`src/rtl/saturn_bus_sequencer.sv`:
```
// Saturn bus sequencer: queues DATA/CMD/READ entries from the control
// unit and replays them onto the nibble bus, one per drive phase.
module saturn_bus_sequencer #(
    parameter int DEPTH    = 32,
    parameter int NIBBLE_W = 4,
    parameter int LVL_W    = $clog2(DEPTH) + 1
) (
    input  logic                i_clk,
    input  logic                i_reset_n,
    input  logic [3:0]          i_phases,
    input  logic                i_debug_cycle,
    input  logic                i_push,
    input  logic [1:0]          i_push_kind,
    input  logic [NIBBLE_W-1:0] i_push_nibble,
    input  logic                i_clear_error,
    input  logic [NIBBLE_W-1:0] i_bus_nibble_in,
    output logic                o_ready,
    output logic                o_empty,
    output logic [LVL_W-1:0]    o_level,
    output logic                o_bus_clk_en,
    output logic                o_bus_is_data,
    output logic [NIBBLE_W-1:0] o_bus_nibble_out,
    output logic                o_rd_valid,
    output logic [NIBBLE_W-1:0] o_rd_nibble,
    output logic                o_error
);

    localparam int AW = $clog2(DEPTH);
    localparam logic [LVL_W-1:0] FULL = LVL_W'(DEPTH);

    typedef enum logic [1:0] {
        K_DATA = 2'b00,
        K_CMD  = 2'b01,
        K_READ = 2'b10,
        K_ILL  = 2'b11
    } kind_t;

    logic [NIBBLE_W+1:0] mem [DEPTH];
    logic [AW-1:0]       wr_ptr;
    logic [AW-1:0]       rd_ptr;
    logic                read_pending;
    logic                push_ok;
    logic                pop;
    logic                capture;
    kind_t               pop_kind;
    logic [NIBBLE_W-1:0] pop_nibble;

    assign o_ready    = (o_level != FULL);
    assign o_empty    = (o_level == '0);
    assign push_ok    = i_push && o_ready;
    // Emptiness comes from the registered level, so a fresh push is never
    // popped in the cycle it arrives.
    assign pop        = (i_phases == 4'b0001) && !i_debug_cycle && !o_empty
                        && !o_error && !read_pending;
    assign capture    = (i_phases == 4'b0010) && !i_debug_cycle && read_pending;
    assign pop_kind   = kind_t'(mem[rd_ptr][NIBBLE_W+1:NIBBLE_W]);
    assign pop_nibble = mem[rd_ptr][NIBBLE_W-1:0];

    always_ff @(posedge i_clk) begin
        if (push_ok) begin
            mem[wr_ptr] <= {i_push_kind, i_push_nibble};
        end
    end

    always_ff @(posedge i_clk or negedge i_reset_n) begin
        if (!i_reset_n) begin
            wr_ptr  <= '0;
            rd_ptr  <= '0;
            o_level <= '0;
        end else begin
            if (push_ok) begin
                wr_ptr <= wr_ptr + AW'(1);
            end
            if (pop) begin
                rd_ptr <= rd_ptr + AW'(1);
            end
            if (push_ok && !pop) begin
                o_level <= o_level + LVL_W'(1);
            end else if (!push_ok && pop) begin
                o_level <= o_level - LVL_W'(1);
            end
        end
    end

    always_ff @(posedge i_clk or negedge i_reset_n) begin
        if (!i_reset_n) begin
            o_bus_clk_en     <= 1'b0;
            o_bus_is_data    <= 1'b0;
            o_bus_nibble_out <= '0;
            o_error          <= 1'b0;
            read_pending     <= 1'b0;
        end else begin
            o_bus_clk_en <= 1'b0;
            if (i_clear_error) begin
                o_error <= 1'b0;
            end
            if (capture) begin
                read_pending <= 1'b0;
            end
            if (pop) begin
                unique case (pop_kind)
                    K_DATA: begin
                        o_bus_clk_en     <= 1'b1;
                        o_bus_is_data    <= 1'b1;
                        o_bus_nibble_out <= pop_nibble;
                    end
                    K_CMD: begin
                        o_bus_clk_en     <= 1'b1;
                        o_bus_is_data    <= 1'b0;
                        o_bus_nibble_out <= pop_nibble;
                    end
                    K_READ: begin
                        o_bus_clk_en     <= 1'b1;
                        o_bus_is_data    <= 1'b1;
                        o_bus_nibble_out <= '0;
                        read_pending     <= 1'b1;
                    end
                    K_ILL: begin
                        o_error <= 1'b1;
                    end
                endcase
            end
        end
    end

    always_ff @(posedge i_clk or negedge i_reset_n) begin
        if (!i_reset_n) begin
            o_rd_valid  <= 1'b0;
            o_rd_nibble <= '0;
        end else begin
            o_rd_valid <= capture;
            if (capture) begin
                o_rd_nibble <= i_bus_nibble_in;
            end
        end
    end

endmodule

```
`config.mk`:
```
export PLATFORM = sky130hd
export DESIGN_NAME = saturn_bus_sequencer
export DESIGN_NICKNAME = d
export VERILOG_FILES = /design/src/rtl/saturn_bus_sequencer.sv
export SDC_FILE = /design/constraint.sdc
export NUM_CORES = 1
export LEC_CHECK = 0
export ABC_AREA = 1
export ABC_CLOCK_PERIOD_IN_PS = 2050
export CAP_MARGIN = 20
export CORE_ASPECT_RATIO = 1.1
export CORE_UTILIZATION = 52
export DETAILED_ROUTE_END_ITERATION = 12
export PLACE_DENSITY = 0.8
export SYNTH_ARGS = -nofsm -noshare
export SYNTH_HDL_FRONTEND = slang
export SYNTH_SLANG_ARGS = --single-unit
```
`constraint.sdc`:
```
create_clock -name i_clk -period 2.05 [get_ports i_clk]
set_input_delay 0.615 -clock i_clk [delete_from_list [all_inputs] [get_ports i_clk]]
set_output_delay 0.615 -clock i_clk [all_outputs]
set_load 0.05 [all_outputs]
```
==> impl_results.md <==
* Clk pin slew, worst setup/hold paths at 0.06 ns
* Core Rows at 51
* DRC errors left at 0
* Via density at 5.61
* Layout area overhead at 23.6%
* RSZ-0062 raised after global routing: true
* Root buf cell: clkbuf_16
* Post-Route WL at 23200 µm
* Cells along the critical path: nor3_4, nand4_1, nand2_2, ha_4, inv_6, buf_12, fa_2, nand2_4, nand2_2, a21oi_2, or2_4, a31oi_1
* Seq/Total Area, Yosys at 0.688
* Worst-margin pin slew at 0.514 ns
* Outcome: complete, but fails checks
* Initial Utilization at 0.532
* Fillers at around 1300
* Global placer's final weighted congestion at approximately 0.85
* Die ar. at around 19000 µm²
* DR iter-0 viols at between 800 and 900
* CTS buffer count at 22
* Total GRT Usage at 0.251
* Headroom to the max-slew limit at 0.657
* Pleak at 4.61 nW
* Non-filler cells, final at 1203
* Clk_lat worst skew at about 0.5 ns
* Die width at 130 µm
* Post-Syn Area at 9440 µm²
* Endpoints failing hold at 0
* Number of global-route vias before repair at roughly 6700
* Antenna Nets Post-Route at 0
* # setup viols final at 7
* WP data arrival at approximately 2.7 ns
* Fmax at 432 MHz
* Setup ws final at -0.265 ns
* CP Max Fanout at 4
* DR WL/cell at a little under 20 µm
* Crit. End Element: flop
* CTS max path bufs at 3
* Post-route minimum period at 2.31 ns
* WHS Path Cells at 2
* Hold_ws at ~0.5 ns
* Total power at ~17 mW
* Hold path startpoint: o_bus_nibble_out[1]$_DFFE_PN0P_
* 1st-pass router iterations at 5
* IO buf count at 38
* Flop2flop setup slack at -0.26 ns
* Grt ovf at 0
* H-tree depth at 1
* Number of synthesized flops with an enable pin at between 150 and 200
* Req. time, crit path at roughly 2.4 ns
* Share of layout cells above drive strength 1 at 0.225
* Slowest-stage cell, CP: dfrtp_2
* Worst r2r src: o_level[2]$_DFFE_PN0P_
* I/O pin count at 39
* Hold Path End: o_bus_nibble_out[1]$_DFFE_PN0P_
* Clk_skew at 0.0179 ns
* Yosys warning count at 0
* CTS tree: done
* Synth Register Bits at 221
* Worst setup SP type: flop
* Syn_nets at between 800 and 900
* Via count at approximately 6800
* Synth async-reset ratio at 0.131
* Clk sinks at 221
* Hpwl dp at 13600 µm
* Syn avg cell area at 11.5 µm²
* Tcrit/Tclk final at 1.13
* Max incr delay on CP at 0.43 ns
* Cell variety after synth at 36
* Reg2Reg Depth at 12
* Synth Flop Type: edfxtp_1
* R2R Path End: o_level[4]$_DFFE_PN0P_
* Core Area at 17700 µm²
* CP dominant cell by count: nand2_2
* Initial antenna violation count at 0
* Fin. max-slew vios at 0
* Diode count at 0
* Min-delay worst type: reg2reg
* Number of max-cap violations at 0
* Max VDD drop at between 0.6 and 0.7 mV
* Die span in y at 143 µm
* Crit Path Category: reg2reg
* PwrDens at 1440 nW/µm²
* Dpl cells at 1141
* Largest net degree at the start of global routing at 57
* Cells after Synth at 819
* Final Net Count at between 900 and 1000
* Violated checks: negative setup slack
* First-pass GRT wire length at 35100 µm
critical path: cells and delay by family, from the launching register on:
kind	cells	cell delay, ns
simple gates	6	0.82
flops	1	0.43
fa+ha+maj	2	0.53
compound gates	2	0.24
buf+inv	2	0.17
cell type report:
cell class	instances	area, µm²	area share
inverter	47	204	0.0175
tap	238	298	0.0255
timing repair buffer	142	1290	0.110
sequential	221	6500	0.557
clock buffer	27	611	0.0523
clock inverter	13	194	0.0166
multi-input combinational	515	2580	0.221
worst max path at each step:
stage	startpoint	end	slack (ns)
2_1_floorplan	o_level[4]$_DFFE_PN0P_	o_level[5]$_DFFE_PN0P_	-0.81
3_3_place_gp	i_phases[3]	o_level[5]$_DFFE_PN0P_	-0.73
3_5_place_dp	i_phases[3]	o_level[5]$_DFFE_PN0P_	-0.86
4_1_cts	o_level[2]$_DFFE_PN0P_	o_empty	-0.28
5_1_grt	o_level[2]$_DFFE_PN0P_	o_level[4]$_DFFE_PN0P_	-0.36
6_report	o_level[2]$_DFFE_PN0P_	o_level[4]$_DFFE_PN0P_	-0.26
cells in the mapped netlist (5+ instances only):
master	instances	area, µm²
o21ai_1	12	60.1
o21ai_0	18	90.1
xor2_1	10	87.6
edfxtp_1	192	5770
a21oi_1	25	125
buf_2	10	50.1
nand4_1	6	37.5
ha_1	10	125
inv_1	45	169
dfrtp_1	29	726
nor2_1	72	270
buf_4	5	37.5
nand3_1	107	536
buf_6	13	146
nand2_1	224	841
power by group:
part | total (mW) | switching [mW] | leakage [nW] | internal (mW)
combinational | 6.62 | 4.22 | 2.13 | 2.40
sequential | 5.73 | 0.368 | 2.08 | 5.37
clock | 4.41 | 1.65 | 0.396 | 2.75
metal layers:
metal	share of wire	global-route usage	wire [µm]	vias to the layer above
met1	0.36	0.311	8390	3231
li1	-	-	-	3082
met5	0	0	0	-
met2	0.51	0.433	11900	348
met3	0.076	0.0324	1770	90
met4	0.048	0.128	1120	0
cells by family (layout without fill, tap and decap cells):
group           count (synthesis)  count (layout)  synth area share
flops                         221             221             0.688
xor+xnor                       11              11            0.0102
compound gates                 70              70            0.0427
fa+ha+maj                      11              11            0.0154
buf+inv                        83             229            0.0549
simple gates                  419             419             0.184
mux                             4               4           0.00477
through the flow:
step | setup slack [ns] | instance area (µm²) | TNS (ns) | utilization
6_report | -0.265 | 11700 | -1.15 | 0.658
5_1_grt | -0.363 | 11700 | -1.89 | 0.658
4_1_cts | -0.282 | 11500 | -0.954 | 0.648
3_5_place_dp | -0.863 | 10600 | -36.04 | 0.595
3_3_place_gp | -0.731 | 10600 | -27.28 | 0.595
2_1_floorplan | -0.806 | 9540 | -41.16 | -
registers in the layout (all words and copies together), names as in the netlist:
signal / flops
o_rd_valid: 1
o_error: 1
o_level: 6
wr_ptr: 5
mem: 192
o_bus_is_data: 1
o_bus_nibble_out: 4
rd_ptr: 5
o_rd_nibble: 4
o_bus_clk_en: 1
read_pending: 1
layout by cell type, fill, tap and decap left out, drive strengths merged:
cell type and count:
a21oi 26, a22oi 4, a31oi 1, buf 121, bufinv 5, clkbuf 30
clkdlybuf4s50 15, clkinv 8, dfrtp 29, dlygate4sd2 3, edfxtp 192, fa 1
ha 10, inv 47, mux2 4, nand2 228, nand3 107, nand4 6
nor2 72, nor3 4, o211ai 5, o21ai 31, o221ai 2, o22ai 1
or2 2, xnor2 1, xor2 10
repair_timing:
action	CTS	global route
hold endpoints to repair	0	0
pin swaps	20	10
setup endpoints to repair	7	14
gates cloned	0	3
hold buffers	0	0
resized for setup	26	8
buffers inserted	12	9
Note: power is estimated with default switching activity, not from simulation.
